**src/rtl/barcode_rx_param.sv**
```systemverilog
// Parametrised self-clocked barcode receiver: measures the start-cell low time and
// samples each following cell that many clocks after its falling edge, MSB first.
module barcode_rx_param #(
  parameter int DATA_W    = 8,
  parameter int CNT_W     = 22,
  parameter int PARITY_EN = 0,
  parameter int TO_SHIFT  = 3
) (
  input  logic              clk,
  input  logic              rst,
  input  logic              BC,
  input  logic              clr_ID_vld,
  output logic              ID_vld,
  output logic [DATA_W-1:0] ID,
  output logic              frame_err,
  output logic              ovr,
  output logic [2:0]        state_dbg
);

  localparam int SH_W  = DATA_W + PARITY_EN;
  localparam int BIT_W = $clog2(SH_W + 1);
  localparam int TO_W  = CNT_W + TO_SHIFT;

  typedef enum logic [2:0] {
    IDLE      = 3'd0,
    START     = 3'd1,
    WAIT_FALL = 3'd2,
    SAMPLE    = 3'd3,
    CHECK     = 3'd4
  } state_t;

  state_t state, state_nxt;

  logic             bc_meta, bc_sync, bc_prev;
  logic             fall;
  logic [CNT_W-1:0] cnt, ref_low;
  logic [TO_W:0]    to_cnt;
  logic [TO_W-1:0]  to_limit;
  logic [BIT_W-1:0] bitcnt;
  logic [SH_W-1:0]  shreg;
  logic             cnt_max, to_expired, par_ok, last_bit;

  // Control strobes from the output decoder
  logic cnt_load, cnt_inc, ref_load, samp, to_clr, to_inc, err_evt, good;

  assign fall       = bc_prev & ~bc_sync;
  assign cnt_max    = (cnt == {CNT_W{1'b1}});
  assign to_limit   = TO_W'(ref_low) << TO_SHIFT;
  assign to_expired = (to_cnt > {1'b0, to_limit});
  assign last_bit   = (bitcnt == BIT_W'(SH_W - 1));
  // Even parity: data plus parity bit must XOR to zero
  assign par_ok     = (PARITY_EN == 0) || (^shreg == 1'b0);
  assign state_dbg  = state;

  always_ff @(posedge clk) begin
    if (rst) state <= IDLE;
    else     state <= state_nxt;
  end

  always_comb begin
    state_nxt = state;
    case (state)
      IDLE:      if (fall) state_nxt = START;
      START:     if (bc_sync) state_nxt = WAIT_FALL;
                 else if (cnt_max) state_nxt = IDLE;
      WAIT_FALL: if (fall) state_nxt = SAMPLE;
                 else if (to_expired) state_nxt = IDLE;
      SAMPLE:    if (cnt == ref_low) state_nxt = last_bit ? CHECK : WAIT_FALL;
      CHECK:     state_nxt = IDLE;
      default:   state_nxt = IDLE;
    endcase
  end

  always_comb begin
    cnt_load = 1'b0;
    cnt_inc  = 1'b0;
    ref_load = 1'b0;
    samp     = 1'b0;
    to_inc   = 1'b0;
    err_evt  = 1'b0;
    good     = 1'b0;
    case (state)
      IDLE:      cnt_load = fall;
      START: begin
        ref_load = bc_sync;
        cnt_inc  = ~bc_sync & ~cnt_max;
        err_evt  = ~bc_sync & cnt_max;
      end
      WAIT_FALL: begin
        cnt_load = fall;
        to_inc   = ~fall;
        err_evt  = ~fall & to_expired;
      end
      SAMPLE: begin
        cnt_inc = 1'b1;
        samp    = (cnt == ref_low);
      end
      CHECK: begin
        good    = par_ok;
        err_evt = ~par_ok;
      end
      default: ;
    endcase
  end

  assign to_clr = ref_load | samp;

  always_ff @(posedge clk) begin
    if (rst) begin
      bc_meta   <= 1'b1;
      bc_sync   <= 1'b1;
      bc_prev   <= 1'b1;
      cnt       <= '0;
      ref_low   <= '0;
      to_cnt    <= '0;
      bitcnt    <= '0;
      shreg     <= '0;
      ID        <= '0;
      ID_vld    <= 1'b0;
      frame_err <= 1'b0;
      ovr       <= 1'b0;
    end else begin
      bc_meta <= BC;
      bc_sync <= bc_meta;
      bc_prev <= bc_sync;

      if (cnt_load)     cnt <= CNT_W'(1);
      else if (cnt_inc) cnt <= cnt + CNT_W'(1);

      if (to_clr)      to_cnt <= '0;
      else if (to_inc) to_cnt <= to_cnt + 1'b1;

      if (ref_load) begin
        ref_low <= cnt;
        bitcnt  <= '0;
      end
      if (samp) begin
        shreg  <= {shreg[SH_W-2:0], bc_sync};
        bitcnt <= bitcnt + 1'b1;
      end

      // A good frame beats a same-cycle acknowledge so the new ID is never lost
      if (good) begin
        ID     <= shreg[SH_W-1 -: DATA_W];
        ID_vld <= 1'b1;
      end else if (clr_ID_vld) begin
        ID_vld <= 1'b0;
      end

      if (clr_ID_vld)        ovr <= 1'b0;
      else if (good && ID_vld) ovr <= 1'b1;

      if (err_evt)         frame_err <= 1'b1;
      else if (clr_ID_vld) frame_err <= 1'b0;
    end
  end

endmodule

```
**config.mk**
```make
export PLATFORM = sky130hd
export DESIGN_NAME = barcode_rx_param
export DESIGN_NICKNAME = d
export VERILOG_FILES = /design/src/rtl/barcode_rx_param.sv
export SDC_FILE = /design/constraint.sdc
export NUM_CORES = 1
export LEC_CHECK = 0
export BUFFER_PORTS_ARGS = -buffer_cell sky130_fd_sc_hd__buf_2
export CORE_AREA = 3 3 159 99
export DETAILED_ROUTE_END_ITERATION = 10
export DIE_AREA = 0 0 162 102
export REMOVE_ABC_BUFFERS = 1
export SLEW_MARGIN = 20
export SYNTH_ARGS = -nofsm -noshare
export SYNTH_HDL_FRONTEND = slang
export SYNTH_SLANG_ARGS = --single-unit
```
**constraint.sdc**
```tcl
create_clock -name clk -period 1.7 [get_ports clk]
set_input_delay 0.085 -clock clk [delete_from_list [all_inputs] [get_ports clk]]
set_output_delay 0.085 -clock clk [all_outputs]
set_load 0.01 [all_outputs]
```
==> results of run 1 <==
==> how the worst max path moves through the flow <==
stage	from	end	slack, ns	cells after the start
3_3_place_gp	ref_low[20]	frame_err	-0.42	9
2_1_floorplan	cnt[0]	cnt[17]	-0.73	7
6_report	ref_low[10]	bitcnt[0]	-0.32	9
4_1_cts	ref_low[10]	bitcnt[0]	-0.31	9
3_5_place_dp	ref_low[20]	frame_err	-0.49	9
5_1_grt	ref_low[10]	bitcnt[0]	-0.42	9
==> power groups by stage <==
| stage | Clock, mW | Combinational [mW] | Sequential [mW] |
|---|---|---|---|
| 5_1_grt | 2.19 | 0.156 | 2.33 |
| 2_1_floorplan | 0 | 0.0447 | 2.38 |
| 6_report | 2.06 | 0.144 | 2.33 |
| 4_1_cts | 2.10 | 0.139 | 2.33 |
| 3_3_place_gp | 0 | 0.126 | 2.38 |
| 3_5_place_dp | 0 | 0.129 | 2.38 |
==> per-stage QoR <==
| step | area, µm² | utilization | hold slack (ns) | setup TNS, ns |
|---|---|---|---|---|
| 6_report | 7030 | 0.489 | 0.0921 | -10.88 |
| 5_1_grt | 7030 | 0.489 | 0.0997 | -16.27 |
| 4_1_cts | 6820 | 0.474 | 0.0721 | -10.46 |
| 3_5_place_dp | 6010 | 0.418 | 0.274 | -15.94 |
| 3_3_place_gp | 6010 | 0.418 | 0.268 | -15.46 |
| 2_1_floorplan | 4840 | - | 0.154 | -39.09 |
==> worst max-delay path, cell delays in order (launching register included) <==
cell     delay, ns
dfxtp_2       0.34
xor2_2        0.19
nor4_2        0.30
buf_4         0.16
nand4_1       0.07
buf_4         0.18
nor3_4        0.15
buf_4         0.16
mux2_2        0.32
nor2_1        0.08
==> flip-flops by register name, summed over array words and instances (netlist names) <==
signal and flops:
state_dbg 3, cnt 22, ID_vld 1, bc_sync 1, ovr 1, bitcnt 4, shreg 8, bc_prev 1
bc_meta 1, frame_err 1, ref_low 22, ID 8, to_cnt 26
==> kinds of logic after synthesis <==
family	count (synthesis)	share of synthesized area
and+or+nand+nor	239	0.228
xor gates and xnor gates	70	0.123
DFF	99	0.397
adders and majority gates	26	0.0652
muxes	17	0.0343
AOI/OAI and AO/OA	76	0.0960
buffers and inverters	64	0.0566
==> cell type report <==
cell class	instances	area share
Clock buffer	10	0.0326
Clock inverter	6	0.00943
Inverter	34	0.0181
Multi-Input combinational cell	428	0.452
Sequential cell	99	0.286
Tap cell	198	0.0352
Timing Repair Buffer	148	0.166
==> placed cells by master (no fill, tap or decap), types with 3 or more instances in the layout <==
| cell type | count |
|---|---|
| a2111oi_4 | 6 |
| a211oi_2 | 9 |
| a211oi_4 | 3 |
| a21oi_1 | 37 |
| and3_1 | 6 |
| buf_12 | 4 |
| buf_2 | 17 |
| buf_4 | 114 |
| buf_6 | 10 |
| clkbuf_16 | 9 |
| clkinvlp_4 | 3 |
| dfxtp_1 | 77 |
| dfxtp_2 | 21 |
| ha_1 | 22 |
| ha_4 | 4 |
| inv_1 | 33 |
| mux2i_1 | 16 |
| nand2_1 | 77 |
| nand2b_1 | 3 |
| nand3_1 | 16 |
| nand3b_1 | 4 |
| nand4_1 | 9 |
| nor2_1 | 75 |
| nor2_2 | 3 |
| nor3_1 | 5 |
| nor3_2 | 4 |
| nor3_4 | 3 |
| nor4_1 | 5 |
| nor4_2 | 3 |
| o21ai_0 | 3 |
| or2_2 | 3 |
| xnor2_1 | 32 |
| xor2_1 | 35 |
==> metal layers <==
metal  routed length [µm]  global-route usage  up-vias  part of all wire
li1                     -                   -     2231                 -
met1                 6630               0.230     2181              0.50
met2                 5960               0.266       82              0.45
met3                  659              0.0381       12             0.049
met4                   63              0.0334        0            0.0047
met5                    0                   0        -                 0
==> repair_timing <==
item,4_1_cts,5_1_grt
buffers inserted,9,12
setup endpoints to repair,63,65
endpoints found under the hold margin,2,0
gates resized for setup,83,34
cloned,1,1
hold buffers,2,0
pin swaps,24,31
==> impl_metrics.json, run 1 <==
{
  "overall_routing_resource_usage": 0.165,
  "synthTopCellsByCount": "dfxtp_1 (99), nand2_1 (79), nor2_1 (77)",
  "root_buffer": "clkbuf_16",
  "setup-violations-final": 51,
  "power.share.combinational": 0.032,
  "power_per_cell_area_nw_per_um2": 644,
  "fin_ws_ns": -0.317,
  "sw_frac_of_total": 0.222,
  "grt_overflow": 0,
  "hold-path-cell-count": 2,
  "synth.area.top_cells": "dfxtp_1 (40%), ha_1 (6.5%), xor2_1 (6.3%)",
  "total_number_of_vias": 4506,
  "antenna_left": 0,
  "synth_top_flop_cell": "dfxtp_1",
  "grt_pass1_wl_mm": 22.1,
  "r2r_end": "bitcnt[0]",
  "synth.cell_area_um2": 4990,
  "layout.nets": 750,
  "grt_pass1_vias": 4492,
  "failing_checks": "setup timing",
  "synthCells": 591,
  "hp-class": "primary input to flip-flop",
  "irDropWorstVdd_mv": 0.582,
  "number_of_enable_flip_flop_cells_after_synthesis": 0,
  "synth.yosys.seq_area_share": 0.397,
  "power_mw": 4.53,
  "seqPwrFrac": 0.514,
  "placement.setup.worst_slack_ns": -0.489,
  "worst_clock_skew_ns": 0.00979,
  "grt_max_degree": 27,
  "internal-power_mw": 3.52,
  "cts_tree": "done",
  "grt_setup_unrepaired": "yes",
  "mean_area_per_synthesized_cell_um2": 8.45,
  "leakage_nw": 2.75,
  "hold_path.startpoint": "rst",
  "fill_cells": 1385,
  "worst-r2r-cell-count": 9,
  "multi_input_area_um2": 3180,
  "drive_gt1_frac": 0.348,
  "cts.htree.levels": 3,
  "fp.dieW_um": 162,
  "sequential_cell_area_in_the_final_layout_um2": 2010,
  "detail_route.vias_per_cell": 4.88,
  "maxClockFrequency_mhz": 496,
  "element_type_at_the_critical_path_end": "flip-flop",
  "switching_power_mw": 1.01,
  "die_h_um": 102,
  "number_of_clock_sinks": 99,
  "synthDominantCellAreaShare": 0.397,
  "startpoint_type": "flip-flop",
  "netlist.top_cell.by_area": "dfxtp_1",
  "worst_ep_arrival_time_ns": 2.30,
  "yosys.cell_types.count": 51,
  "firstDrtPassIters": 4,
  "post-route-drc-count": 0,
  "clk_transition_reported_paths_ns": 0.07,
  "drt_first_iter_violations": 254,
  "fin_crit_ns": 2.02,
  "worst-r2r-setup-slack_ns": -0.32,
  "min_delay_worst_endpoint": "bitcnt[0]",
  "full_die_area_um2": 16500,
  "slew_headroom": 0.723,
  "tightestPinTransition_ns": 0.412,
  "initial_util": 0.347,
  "run_status": "finished, violations left",
  "critical_path_peak_fanout": 3,
  "dpl.cell_count": 885,
  "clock_tree.buffer_depth": 2,
  "hold_violations": 0,
  "share_of_the_clock_period_used_by_the_worst_path": 1.19,
  "grt_antenna_before_repair": 0,
  "synth_warnings": 0,
  "layout.cells.non_filler": 923,
  "antenna_cells": 0,
  "numCtsBuffers": 9,
  "buffer_ports.inserted": 17,
  "pin_count": 18,
  "timing_worst_setup_path_type": "flip-flop to flip-flop",
  "cap_viol_max_count": 0,
  "clock_power_share": 0.454,
  "report.final.slew_viol_count": 0,
  "detail_route.wl_per_cell_um": 14.4,
  "synth_seq_cells": 99,
  "post-dp-hpwl_mm": 9.21,
  "yosysMostFrequentCell": "dfxtp_1",
  "core.rowCount": 34,
  "placeableCoreArea_um2": 14400,
  "asyncSetResetFlopFracSynth": 0,
  "finalWirelength_mm": 13.3,
  "timing.rr.start": "ref_low[10]",
  "worst-endpoint-required_ns": 1.98,
  "clock_insertion_delay_worst_skew_ns": 0.34,
  "gp_congestion": 0.831,
  "area.growth.synth_to_final_pct": 40.9
}
Note: power is estimated with default switching activity, not from simulation.
==> inputs of run 2 (changes only) <==
ABC_AREA = 1   (was default)
CORE_AREA = 3 3 164 102   (was 3 3 159 99)
DIE_AREA = 0 0 167 105   (was 0 0 162 102)
==> run 2 against run 1 <==
The run still ends with setup timing left. Core utilization decreased by 0.20 points. Global-route usage grew 0.91 points. Die area up 6.1%. First-iteration DRC count is 60% higher.
==> impl_metrics.json, run 2 <==
{
  "number_of_clock_sinks": 99,
  "placeableCoreArea_um2": 15300,
  "root_buffer": "clkbuf_16",
  "registers.top_by_ff_count": "to_cnt",
  "grt_max_degree": 30,
  "total_number_of_vias": 5301,
  "setup-violations-final": 9,
  "r2r_end": "to_cnt[23]",
  "yosys.cell_types.count": 36,
  "clk_transition_reported_paths_ns": 0.07,
  "fp.dieW_um": 167,
  "worst-r2r-cell-count": 10,
  "overall_routing_resource_usage": 0.174,
  "synthDominantCellAreaShare": 0.370,
  "share_of_the_clock_period_used_by_the_worst_path": 1.01,
  "maxClockFrequency_mhz": 581,
  "post-route-drc-count": 0,
  "post-dp-hpwl_mm": 11.2,
  "largest_register_ffs": 26,
  "netlist.top_cell.by_area": "dfxtp_1",
  "gp_congestion": 0.888,
  "mean_area_per_synthesized_cell_um2": 6.88,
  "antenna_cells": 0,
  "detail_route.wl_per_cell_um": 13.9,
  "hold-path-cell-count": 4,
  "irDropWorstVdd_mv": 0.444,
  "slew_headroom": 0.767,
  "synth_seq_cells": 99,
  "synth.cell_area_um2": 5350,
  "grt_antenna_before_repair": 0,
  "grt_pass1_wl_mm": 24.8,
  "core.rowCount": 35,
  "cts_tree": "done",
  "synth.area.top_cells": "dfxtp_1 (37%), nand2_1 (14%), a21oi_1 (6.8%)",
  "firstDrtPassIters": 5,
  "synth-compound-area-share": 0.120,
  "cap_viol_max_count": 0,
  "cts.htree.levels": 3,
  "drt_first_iter_violations": 407,
  "worst-r2r-setup-slack_ns": -0.02,
  "most_frequent_cells_in_the_layout": "nand2_1 (189), buf_4 (115), inv_1 (71)",
  "final_core_util": 0.487,
  "report.final.slew_viol_count": 0,
  "die_h_um": 105,
  "timing.rr.start": "state_dbg[1]",
  "failing_checks": "setup timing",
  "yosysMostFrequentCell": "nand2_1",
  "synth_top_flop_cell": "dfxtp_1",
  "power_mw": 4.89,
  "power_per_cell_area_nw_per_um2": 656,
  "fill_cells": 1471,
  "buffer_ports.inserted": 17,
  "post_synth_and_or_nand_nor_area_fraction": 0.327,
  "finalWirelength_mm": 15.6,
  "worst_clock_skew_ns": 0.0132,
  "post_synth_xor_area_fraction": 0.0360,
  "fin_ws_ns": -0.0202,
  "detail_route.vias_per_cell": 4.70,
  "initial_util": 0.350,
  "synthTopCellsByCount": "nand2_1 (206), dfxtp_1 (99), inv_1 (87)",
  "timing_worst_setup_path_type": "flip-flop to flip-flop",
  "antenna_left": 0,
  "grt_overflow": 0,
  "min_delay_worst_endpoint": "frame_err",
  "element_type_at_the_critical_path_end": "flip-flop",
  "post_synth_fa_ha_maj_area_fraction": 0.0608,
  "grt_pass1_vias": 4785,
  "worst_ep_arrival_time_ns": 1.97,
  "run_status": "finished, violations left",
  "startpoint_type": "flip-flop",
  "critical_path_peak_fanout": 5,
  "asyncSetResetFlopFracSynth": 0,
  "leakage_nw": 3.15,
  "tightestPinTransition_ns": 0.346,
  "numCtsBuffers": 9,
  "final_common_cell": "nand2_1",
  "hold_violations": 0,
  "grt_setup_unrepaired": "yes",
  "top_regs": "to_cnt x26, cnt x22, ref_low x22",
  "fin_crit_ns": 1.72,
  "synthMuxAreaShare": 0,
  "number_of_enable_flip_flop_cells_after_synthesis": 0,
  "synth.yosys.seq_area_share": 0.370,
  "worst-endpoint-required_ns": 1.95,
  "synthCells": 778,
  "clock_insertion_delay_worst_skew_ns": 0.35,
  "synth_top_family_by_area": "simple AND/OR/NAND/NOR gates",
  "hold_path.startpoint": "clr_ID_vld",
  "clock_tree.buffer_depth": 2,
  "final.hold.worst_slack_ns": 0.0161,
  "hp-class": "primary input to flip-flop",
  "drive_gt1_frac": 0.351,
  "layout.nets": 951,
  "full_die_area_um2": 17500,
  "pin_count": 18,
  "area.growth.synth_to_final_pct": 39.1,
  "synth_warnings": 0
}
run 2: what timing repair did:
item,CTS,global route
endpoints found under the hold margin,1,0
gates cloned,0,5
buffers inserted,6,9
hold buffers,1,0
setup endpoints to repair,53,64
pin swaps,5,31
gates resized for setup,24,133
run 2: cell families after synthesis:
| family | count (synthesis) |
|---|---|
| adders and majority gates | 26 |
| and+or+nand+nor | 393 |
| AOI/OAI and AO/OA | 126 |
| DFF | 99 |
| xor gates and xnor gates | 22 |
| buffers and inverters | 112 |
run 2: final cells by class:
| cell class | instances | area, µm² | share of cell area |
|---|---|---|---|
| multi-input combinational | 568 | 3310 | 0.444 |
| tap | 203 | 254 | 0.0341 |
| inverter | 93 | 357 | 0.0479 |
| clock buffer | 9 | 225 | 0.0303 |
| timing repair buffer | 149 | 1190 | 0.160 |
| clock inverter | 7 | 58.8 | 0.00790 |
| sequential | 99 | 2050 | 0.275 |
| timing repair inverter | 1 | 5.00 | 0.000672 |
run 2: critical path, cell delays in order, from the launching register on:
cell	delay, ns
dfxtp_1	0.44
nand2_1	0.09
nor2_2	0.14
buf_6	0.13
nand4_1	0.12
nor2_2	0.19
nand4_1	0.21
nor2_1	0.16
nand2_1	0.05
nand2_1	0.06
nor2_1	0.04
run 2: metal layers:
| metal | global-route usage | routed length, µm | vias up |
|---|---|---|---|
| met3 | 0.0386 | 901 | 2 |
| met4 | 0.0259 | 27 | 0 |
| met5 | 0 | 0 | - |
| met1 | 0.294 | 9010 | 2377 |
| li1 | - | - | 2812 |
| met2 | 0.219 | 5700 | 110 |
run 2: worst max-delay path by stage:
stage / startpoint / to / slack, ns / cells after the start
after global placement: cnt[1] / cnt[0] / -0.02 / 10
after CTS: ref_low[6] / shreg[7] / 0.0004 / 11
final: state_dbg[1] / to_cnt[23] / -0.02 / 10
after global routing: cnt[8] / cnt[21] / -0.13 / 10
after floorplan: state_dbg[0] / bitcnt[1] / -1.04 / 7
after detailed placement: cnt[5] / shreg[7] / -0.06 / 11
run 2: power by group:
| group | switching, mW | internal [mW] |
|---|---|---|
| registers | 0.0263 | 2.35 |
| logic | 0.303 | 0.208 |
| clock network | 0.985 | 1.02 |
| total | 1.31 | 3.57 |
run 2: stage by stage:
stage,area [µm²],setup slack [ns],TNS [ns],std cells
after detailed placement,6460,-0.0578,-0.678,1092
after CTS,6870,0.000445,0,1115
after global placement,6460,-0.0170,-0.0605,1092
after floorplan,5240,-1.04,-41.41,759
final,7440,-0.0202,-0.0732,1129
after global routing,7440,-0.133,-4.46,1129
